`src/rtl/tomasulo_pkg.sv`:
```
// Shared types for the aged reservation station: entry, dispatch, issue and CDB records.
// Field widths are fixed here. The top-level parameters default to these values.
package tomasulo_pkg;

  localparam int RS_TAG_W  = 4;
  localparam int RS_DATA_W = 32;
  localparam int RS_OP_W   = 4;

  typedef struct packed {
    logic                 rdy;
    logic [RS_TAG_W-1:0]  tag;
    logic [RS_DATA_W-1:0] data;
  } rs_src_t;

  typedef struct packed {
    logic                valid;
    logic [RS_OP_W-1:0]  op;
    logic [RS_TAG_W-1:0] dst_tag;
    rs_src_t             s0;
    rs_src_t             s1;
  } rs_entry_t;

  typedef struct packed {
    logic                vld;
    logic [RS_OP_W-1:0]  op;
    logic [RS_TAG_W-1:0] dst_tag;
    rs_src_t             s0;
    rs_src_t             s1;
  } rs_dis_t;

  typedef struct packed {
    logic [RS_OP_W-1:0]   op;
    logic [RS_TAG_W-1:0]  dst_tag;
    logic [RS_DATA_W-1:0] s0;
    logic [RS_DATA_W-1:0] s1;
  } rs_iss_t;

  typedef struct packed {
    logic                 vld;
    logic [RS_TAG_W-1:0]  tag;
    logic [RS_DATA_W-1:0] data;
  } rs_cdb_t;

  // A waiting source picks up a matching broadcast; sources that are already ready are untouched.
  function automatic rs_src_t snoop_src(input rs_src_t s, input rs_cdb_t cdb);
    rs_src_t r;
    r = s;
    if (!s.rdy && cdb.vld && (s.tag == cdb.tag)) begin
      r.rdy  = 1'b1;
      r.data = cdb.data;
    end
    return r;
  endfunction

endpackage

```
`src/rtl/tomasulo_age_matrix.sv`:
```
// Relative-age matrix: older_q[i][j] is set when entry i was allocated before entry j.
// The output is the one-hot oldest requester.
module tomasulo_age_matrix #(
  parameter int N = 4
) (
  input  logic         clk,
  input  logic         rst,
  input  logic [N-1:0] alloc_i,
  input  logic [N-1:0] free_i,
  input  logic [N-1:0] req_i,
  output logic [N-1:0] oldest_o,
  output logic         any_o
);

  logic [N-1:0] older_q [N];

  // A new entry is younger than everything, so its row clears and its column sets.
  always_ff @(posedge clk) begin
    if (rst) begin
      for (int i = 0; i < N; i++) older_q[i] <= '0;
    end else begin
      for (int i = 0; i < N; i++) begin
        for (int j = 0; j < N; j++) begin
          if (free_i[i] || alloc_i[i] || free_i[j]) begin
            older_q[i][j] <= 1'b0;
          end else if (alloc_i[j] && (i != j)) begin
            older_q[i][j] <= 1'b1;
          end
        end
      end
    end
  end

  always_comb begin
    oldest_o = '0;
    for (int i = 0; i < N; i++) begin
      logic blocked;
      blocked = 1'b0;
      for (int j = 0; j < N; j++) begin
        if (req_i[j] && older_q[j][i]) blocked = 1'b1;
      end
      oldest_o[i] = req_i[i] && !blocked;
    end
  end

  assign any_o = |req_i;

endmodule

```
`src/rtl/tomasulo_rs_aged.sv`:
```
// Reservation station with CDB snooping and oldest-ready issue into a registered output stage.
// Handshake: dispatch fires on dis_vld && dis_rdy; issue advances when !iss_vld_r || iss_rdy.
module tomasulo_rs_aged
  import tomasulo_pkg::*;
#(
  parameter int N      = 4,
  parameter int TAG_W  = RS_TAG_W,
  parameter int DATA_W = RS_DATA_W,
  parameter int OP_W   = RS_OP_W
) (
  input  logic                   clk,
  input  logic                   rst,
  input  logic                   dis_vld,
  output logic                   dis_rdy,
  input  logic [OP_W-1:0]        dis_op,
  input  logic [TAG_W-1:0]       dis_dst_tag,
  input  logic                   dis_s0_rdy,
  input  logic [TAG_W-1:0]       dis_s0_tag,
  input  logic [DATA_W-1:0]      dis_s0_data,
  input  logic                   dis_s1_rdy,
  input  logic [TAG_W-1:0]       dis_s1_tag,
  input  logic [DATA_W-1:0]      dis_s1_data,
  input  logic                   cdb_vld,
  input  logic [TAG_W-1:0]       cdb_tag,
  input  logic [DATA_W-1:0]      cdb_data,
  output logic                   iss_vld_r,
  input  logic                   iss_rdy,
  output logic [OP_W-1:0]        iss_op_r,
  output logic [TAG_W-1:0]       iss_dst_tag_r,
  output logic [DATA_W-1:0]      iss_s0_r,
  output logic [DATA_W-1:0]      iss_s1_r,
  output logic                   full_r,
  output logic                   empty_r,
  output logic [$clog2(N+1)-1:0] occ_r
);

  localparam int OCC_W = $clog2(N+1);

  rs_entry_t        ent_q [N];
  rs_entry_t        ent_d [N];
  rs_iss_t          iss_q;
  logic             iss_vld_q;
  logic [OCC_W-1:0] occ_q, occ_d;
  logic             full_q, empty_q;

  rs_cdb_t   cdb;
  rs_dis_t   dis;
  rs_entry_t sel_ent;
  logic [N-1:0] valid_vec, ready_vec, free_slot_oh, alloc_oh, free_oh, sel_oh;
  logic sel_any, dis_fire, load, iss_fire;

  assign cdb = '{vld: cdb_vld, tag: cdb_tag, data: cdb_data};

  always_comb begin
    dis.vld     = dis_vld;
    dis.op      = dis_op;
    dis.dst_tag = dis_dst_tag;
    dis.s0      = snoop_src('{rdy: dis_s0_rdy, tag: dis_s0_tag, data: dis_s0_data}, cdb);
    dis.s1      = snoop_src('{rdy: dis_s1_rdy, tag: dis_s1_tag, data: dis_s1_data}, cdb);
  end

  // Ready uses registered source state only, so a wakeup issues no earlier than the next cycle.
  always_comb begin
    logic found;
    found        = 1'b0;
    free_slot_oh = '0;
    for (int i = 0; i < N; i++) begin
      valid_vec[i] = ent_q[i].valid;
      ready_vec[i] = ent_q[i].valid && ent_q[i].s0.rdy && ent_q[i].s1.rdy;
      if (!ent_q[i].valid && !found) begin
        free_slot_oh[i] = 1'b1;
        found           = 1'b1;
      end
    end
  end

  assign dis_rdy  = !full_q;
  assign dis_fire = dis.vld && !full_q;
  assign alloc_oh = dis_fire ? free_slot_oh : '0;
  assign load     = !iss_vld_q || iss_rdy;
  assign iss_fire = load && sel_any;
  assign free_oh  = iss_fire ? sel_oh : '0;

  tomasulo_age_matrix #(.N(N)) u_age (
    .clk      (clk),
    .rst      (rst),
    .alloc_i  (alloc_oh),
    .free_i   (free_oh),
    .req_i    (ready_vec),
    .oldest_o (sel_oh),
    .any_o    (sel_any)
  );

  always_comb begin
    sel_ent = '0;
    for (int i = 0; i < N; i++) begin
      if (sel_oh[i]) sel_ent = ent_q[i];
    end
  end

  always_comb begin
    for (int i = 0; i < N; i++) begin
      ent_d[i] = ent_q[i];
      if (valid_vec[i]) begin
        ent_d[i].s0 = snoop_src(ent_q[i].s0, cdb);
        ent_d[i].s1 = snoop_src(ent_q[i].s1, cdb);
      end
      if (free_oh[i]) ent_d[i].valid = 1'b0;
      if (alloc_oh[i]) begin
        ent_d[i] = '{valid: 1'b1, op: dis.op, dst_tag: dis.dst_tag, s0: dis.s0, s1: dis.s1};
      end
    end
  end

  // Only valid bits are reset; payload fields are don't-care until allocated.
  always_ff @(posedge clk) begin
    if (rst) begin
      for (int i = 0; i < N; i++) ent_q[i].valid <= 1'b0;
    end else begin
      for (int i = 0; i < N; i++) ent_q[i] <= ent_d[i];
    end
  end

  always_comb begin
    occ_d = occ_q;
    case ({dis_fire, iss_fire})
      2'b10:   occ_d = occ_q + OCC_W'(1);
      2'b01:   occ_d = occ_q - OCC_W'(1);
      default: occ_d = occ_q;
    endcase
  end

  always_ff @(posedge clk) begin
    if (rst) begin
      iss_vld_q <= 1'b0;
      occ_q     <= '0;
      full_q    <= 1'b0;
      empty_q   <= 1'b1;
    end else begin
      if (load) iss_vld_q <= sel_any;
      occ_q   <= occ_d;
      full_q  <= (occ_d == OCC_W'(N));
      empty_q <= (occ_d == '0);
    end
  end

  always_ff @(posedge clk) begin
    if (iss_fire) begin
      iss_q <= '{op: sel_ent.op, dst_tag: sel_ent.dst_tag, s0: sel_ent.s0.data, s1: sel_ent.s1.data};
    end
  end

  assign iss_vld_r     = iss_vld_q;
  assign iss_op_r      = iss_q.op;
  assign iss_dst_tag_r = iss_q.dst_tag;
  assign iss_s0_r      = iss_q.s0;
  assign iss_s1_r      = iss_q.s1;
  assign full_r        = full_q;
  assign empty_r       = empty_q;
  assign occ_r         = occ_q;

endmodule

```
`config.mk`:
```
export PLATFORM = sky130hd
export DESIGN_NAME = tomasulo_rs_aged
export DESIGN_NICKNAME = d
export VERILOG_FILES = /design/src/rtl/tomasulo_pkg.sv /design/src/rtl/tomasulo_age_matrix.sv /design/src/rtl/tomasulo_rs_aged.sv
export SDC_FILE = /design/constraint.sdc
export NUM_CORES = 1
export LEC_CHECK = 0
export CORE_MARGIN = 4
export CORE_UTILIZATION = 35
export CTS_CLUSTER_SIZE = 20
export DETAILED_ROUTE_END_ITERATION = 7
export GPL_TIMING_DRIVEN = 0
export SLEW_MARGIN = 20
export SYNTH_ARGS = -nofsm -noshare
export SYNTH_HDL_FRONTEND = slang
export SYNTH_HIERARCHICAL = 1
export SYNTH_SLANG_ARGS = --single-unit
```
`constraint.sdc`:
```
create_clock -name clk -period 7.5 [get_ports clk]
set_input_delay 0.75 -clock clk [delete_from_list [all_inputs] [get_ports clk]]
set_output_delay 0.75 -clock clk [all_outputs]
set_load 0.03 [all_outputs]
```
### Yosys cells after proc, flatten, opt, wreduce, memory -nomap -nowiden

Memories as Yosys holds them, arrays and structs flattened.
Cells that the tools add are included.

* bits in latches: 0
* word-level logic and storage cells: 338
* input port bits: 123
* bits in read-only memories: 0
* output and inout bits: 79
* register bits: 78
* bits in writable memories: 348
* memories kept: 2

* eq/ne operators: 13
* divide/modulo/power cells: 0
* bitwise logic cells: 32
* add/subtract/negate cells: 2
* multipliers: 0
* shift-type cells: 0
* mux-type cells: 184
* order comparisons: 0
* reductions and logical operators: 97

Memories
* ent_q: depth 4, bits a word 83, read ports 4, clocked after memory_dff 0, write ports 4, RTL line tomasulo_rs_aged.sv:39 `rs_entry_t ent_q [N];`
* u_age.older_q: depth 4, bits a word 4, read ports 4, clocked after memory_dff 0, write ports 4, RTL line tomasulo_age_matrix.sv:15 `logic [N-1:0] older_q [N];`

Operators by type and width (number)
* 83-bit 2-to-1 mux: 4
* 82-bit 2-to-1 mux: 4
* 32-bit 2-to-1 mux: 10
* 74-bit 2-to-1 mux: 4
* 1-bit 2-to-1 mux: 159
* 1-bit logical AND: 53
* 4-bit == test: 10
* 1-bit OR: 32
* 1-bit logical NOT: 21
* 1-bit logical OR: 21
* 4-bit 2-to-1 mux: 2
* 3-bit case mux with 2 select lines: 1
* 4-bit OR reduction: 1
* 3-bit by 1-bit adder with 3-bit output (second input constant): 1
* 3-bit == test (second input constant): 1
* 3-bit logical NOT: 1
* 3-bit by 1-bit subtractor with 3-bit output (second input constant): 1
* 2-bit by 1-bit == test with 1-bit output (second input constant): 1
* 2-bit == test (second input constant): 1

### Logic depth before layout (Yosys ltp)

An unclocked memory read counts as a cell.

* depth in word-level cells: 18
* depth in mapped cells: 11
* mapped depth without buffers: 9

### Modules after synthesis

Netlist, hierarchy kept.

By module, submodules not included
* tomasulo_rs_aged: times used 1, area an instance 18881.9 µm², cells each 1199, seq. area each 12211.7 µm²
* tomasulo_age_matrix: times used 1, area an instance 618.1 µm², cells each 59, seq. area each 360.3 µm²

### Worst setup path after synthesis

Ideal clock, no wire load.

* path type: input -> register
* start point: input cdb_tag[2]
* end point: memory ent_q[1][0] (netlist name), enable pin
* path slack: 3.255 ns
* data required time: 7.030 ns
* arrival time: 3.776 ns
* buffers on the path: 1
* setup time: 0.470 ns
* cell stages on the path: 5
* cell sequence: buf_6 > xor2_1 > nor3_1 > nand3_1 > o31ai_1

RTL lines
* from (decl): RTL line tomasulo_rs_aged.sv:24 `input logic [TAG_W-1:0] cdb_tag,`
* to (decl): RTL line tomasulo_rs_aged.sv:39

==> metrics <==
final setup violation count 0; chip width 244 µm; Final Slew Violations 0; all-layer global routing usage 0.181; async set-or-reset flop fraction in the synthesized netlist 0; Max-slew headroom 0.288; total wire length 54700 µm; Tcrit/Tclk final 0.497; DRC violation total after the first TritonRoute iteration roughly 940; via count of the first global-routing pass about 12000; outcome completed; largest net degree at the start of global routing 41; class of the tightest hold or removal check register to register; number of maximum-capacitance constraint violations 0; Core Region 55100 µm²; number of antenna violations at the first check in global routing 10; hold-fix buffer count after cts 0; total power per unit cell area about 220 nW/µm²; crit path max fanout 10; number of unique standard cell types used by synthesis 58; critical path data required time between 7 and 8 ns; count of mapped cells out of synthesis between 1000 and 1500; area of all placed cells without fillers ~24000 µm²; H-tree depth reported by CTS 2; gr ovfl total 0; TritonCTS sink count roughly 420; # fillers roughly 5000; Critical Path Sink Type register; kind of start point of the critical path register; RR Startpoint ent_q[1][36]$_DFFE_PP_; terminus of the critical flop-to-flop path iss_s0_r[1]$_DFFE_PN_; final RePlAce weighted congestion about 0.80; met1 track demand over resource in global routing 0.239; top_reg_cell synth sky130_fd_sc_hd__edfxtp_1; final hold violation count 0; met2 Track Usage GR 0.302; Die H approximately 240 µm; hold-critical path endpoint ent_q[2][82]$_SDFFE_PP0P_; TritonRoute pass-1 iters 5; critical path class register to register; synthesized netlist net count 1383; first-pass GRT wire length a little over 80000 µm; Reg clk slew, reported paths 0.06 ns; number of flops mapped to enable cells by yosys ~410; FF+latch count, synth ~420; count of yosys warnings during synthesis 6; Register-to-Register Path Depth 8; clock buffers created by TritonCTS 48; Tightest Pin Transition about 1.1 ns; post-layout net count between 1500 and 2000; fraction of synthesized cell area taken by the top area cell type 0.634; FMAX roughly 0.27 GHz; Yosys top cell by area sky130_fd_sc_hd__edfxtp_1; maximum root-to-sink buffer count 3; remaining design rule violation count 0; floorplan die area roughly 60000 µm²; most congested layer reported by global routing met2; proportion of layout cells with a drive suffix above 1 0.239; global-route track usage on met3 0.0434; Reg2Reg Setup Slack about 3.8 ns; post-detailed-placement half-perimeter wirelength 37600 µm; Vias/cell 5.17; Avg Cell Area, Syn around 16 µm²; cell depth of the worst hold path 1; launch point of the worst hold path ent_q[2][82]$_SDFFE_PP0P_; number of gates resized after cts 0; clock tree skew after final layout just over 0.03 ns; routed vias between 10000 and 15000; Leak Pwr 8.15 nW; ports placed on the boundary approximately 200; number of antenna-violating nets in the routed design 0; cells taking the most area after synthesis sky130_fd_sc_hd__edfxtp_1 (63%), sky130_fd_sc_hd__mux2_2 (10%), sky130_fd_sc_hd__mux2_4 (3.7%), sky130_fd_sc_hd__a221oi_1 (3.2%), sky130_fd_sc_hd__o31ai_1 (2.8%); post-layout total power ~0.0055 W; TritonCTS clock tree yes; dpl cell area roughly 23000 µm²; unrepaired setup endpoints after global routing no; number of buffers added on ports 199; num rows 86; number of setup buffers added after CTS 0; arrival time reported for the critical path endpoint ~4 ns; share of synthesized area occupied by flip-flops and latches 0.645; netlist area before placement about 19000 µm²; later-pin clock latency in the skew report a little under 0.6 ns; initial core utilization 0.354; cell at the root of the clock tree sky130_fd_sc_hd__clkbuf_16; worst-case vdd ir drop ~0.16 mV; final period demand of the worst path about 3.7 ns; relative area change from synthesis to final layout 25.5%; mean routed wirelength per cell roughly 24 µm
[area by class of cell]
type	count	area, µm²	share of cell area
Antenna cell	2	5.00	0.000205
Tap cell	748	936	0.0383
Sequential cell	422	12600	0.514
Inverter	20	81.3	0.00332
Multi-Input combinational cell	735	6430	0.263
Buffer	81	528	0.0216
Clock buffer	65	1310	0.0534
Timing Repair Buffer	220	2440	0.0997
Clock inverter	24	166	0.00680
[cell usage after synthesis, types with 2 or more instances]
cell type,instances
sky130_fd_sc_hd__nand3b_1,4
sky130_fd_sc_hd__mux2_1,31
sky130_fd_sc_hd__a21oi_2,2
sky130_fd_sc_hd__buf_2,2
sky130_fd_sc_hd__mux2_2,177
sky130_fd_sc_hd__nand3_1,6
sky130_fd_sc_hd__or3_1,18
sky130_fd_sc_hd__nand2_1,78
sky130_fd_sc_hd__nor3_4,2
sky130_fd_sc_hd__xor2_1,24
sky130_fd_sc_hd__nand4b_1,4
sky130_fd_sc_hd__nor3_1,6
sky130_fd_sc_hd__xnor2_1,12
sky130_fd_sc_hd__o21ai_4,4
sky130_fd_sc_hd__a22oi_1,11
sky130_fd_sc_hd__nor2b_1,73
sky130_fd_sc_hd__dfxtp_1,10
sky130_fd_sc_hd__a221oi_1,71
sky130_fd_sc_hd__o22ai_1,3
sky130_fd_sc_hd__a21oi_1,17
sky130_fd_sc_hd__nand2b_1,6
sky130_fd_sc_hd__a311oi_1,2
sky130_fd_sc_hd__a211oi_1,2
sky130_fd_sc_hd__buf_6,29
sky130_fd_sc_hd__inv_2,2
sky130_fd_sc_hd__and3_1,10
sky130_fd_sc_hd__inv_1,16
sky130_fd_sc_hd__o31ai_1,73
sky130_fd_sc_hd__o21ai_0,3
sky130_fd_sc_hd__mux2_4,48
sky130_fd_sc_hd__nor2_1,27
sky130_fd_sc_hd__edfxtp_1,412
sky130_fd_sc_hd__clkbuf_1,48
[state kept, by name (all words and copies together), names as in the netlist]
register and count:
empty_r 1, ent_q 332, full_r 1, iss_dst_tag_r 4, iss_op_r 4, iss_s0_r 32
iss_s1_r 32, iss_vld_r 1, occ_r 3, u_age/older_q 12
[routing by layer]
metal,wire [µm],vias to the layer above
met1,23900,6081
met3,3300,81
met4,1180,12
met5,66,-
met2,26200,325
li1,-,5475
[kinds of logic after synthesis]
kind of cell	share of synthesized area
DFF	0.645
muxes	0.158
and+or+nand+nor	0.0689
AOI/OAI and AO/OA	0.0797
buffers and inverters	0.0312
xor gates and xnor gates	0.0162
adders and majority gates	0.00167
[stage by stage]
| step | utilization | worst slack (ns) | setup TNS, ns | hold WS (ns) | cells |
|---|---|---|---|---|---|
| after global placement | 0.407 | -0.0408 | -1.16 | 0.466 | 2205 |
| final | 0.444 | 3.78 | 0 | 0.503 | 2317 |
| after detailed placement | 0.417 | 3.79 | 0 | 0.487 | 2226 |
| after floorplan | - | 3.25 | 0 | 0.442 | 1258 |
| after global routing | 0.444 | 3.49 | 0 | 0.521 | 2316 |
| after CTS | 0.444 | 3.77 | 0 | 0.501 | 2315 |
[power by group]
group / leakage (nW) / switching (W) / total [W] / internal (W)
clock network: 0.723 / 0.000945 / 0.00223 / 0.00129
registers: 3.89 / 0.0000253 / 0.00271 / 0.00269
logic: 3.54 / 0.000292 / 0.000557 / 0.000265
[how the worst max path moves through the flow]
stage                              to  depth (start not counted)  slack, ns                   start
2_1_floorplan   ent_q[1][0]$_DFFE_PP_                          5       3.25              cdb_tag[2]
3_3_place_gp   ent_q[1][52]$_DFFE_PP_                          6      -0.04              cdb_tag[2]
3_5_place_dp    iss_s0_r[1]$_DFFE_PN_                          8       3.79  ent_q[1][36]$_DFFE_PP_
4_1_cts         iss_s0_r[1]$_DFFE_PN_                          8       3.77  ent_q[1][36]$_DFFE_PP_
5_1_grt         iss_s0_r[1]$_DFFE_PN_                          8       3.49  ent_q[1][36]$_DFFE_PP_
6_report        iss_s0_r[1]$_DFFE_PN_                          8       3.78  ent_q[1][36]$_DFFE_PP_
[worst max-delay path, cell delays in order (launching register included)]
cell	delay, ns
sky130_fd_sc_hd__edfxtp_1	0.44
sky130_fd_sc_hd__and3_1	0.30
sky130_fd_sc_hd__a22oi_1	0.18
sky130_fd_sc_hd__and3_1	0.17
sky130_fd_sc_hd__clkbuf_1	0.50
sky130_fd_sc_hd__clkbuf_1	0.67
sky130_fd_sc_hd__clkbuf_1	0.54
sky130_fd_sc_hd__a221oi_1	0.11
sky130_fd_sc_hd__o31ai_1	0.53
[cells in the final DEF, fill, tap and decap left out, drive strengths merged, types with 27 or more instances in the layout]
cell / instances
edfxtp: 412
mux2: 256
clkdlybuf4s50: 199
clkbuf: 113
nand2: 78
nor2b: 73
o31ai: 73
a221oi: 71
buf: 54
nor2: 27
No activity file was read; power rests on OpenSTA's default activity.
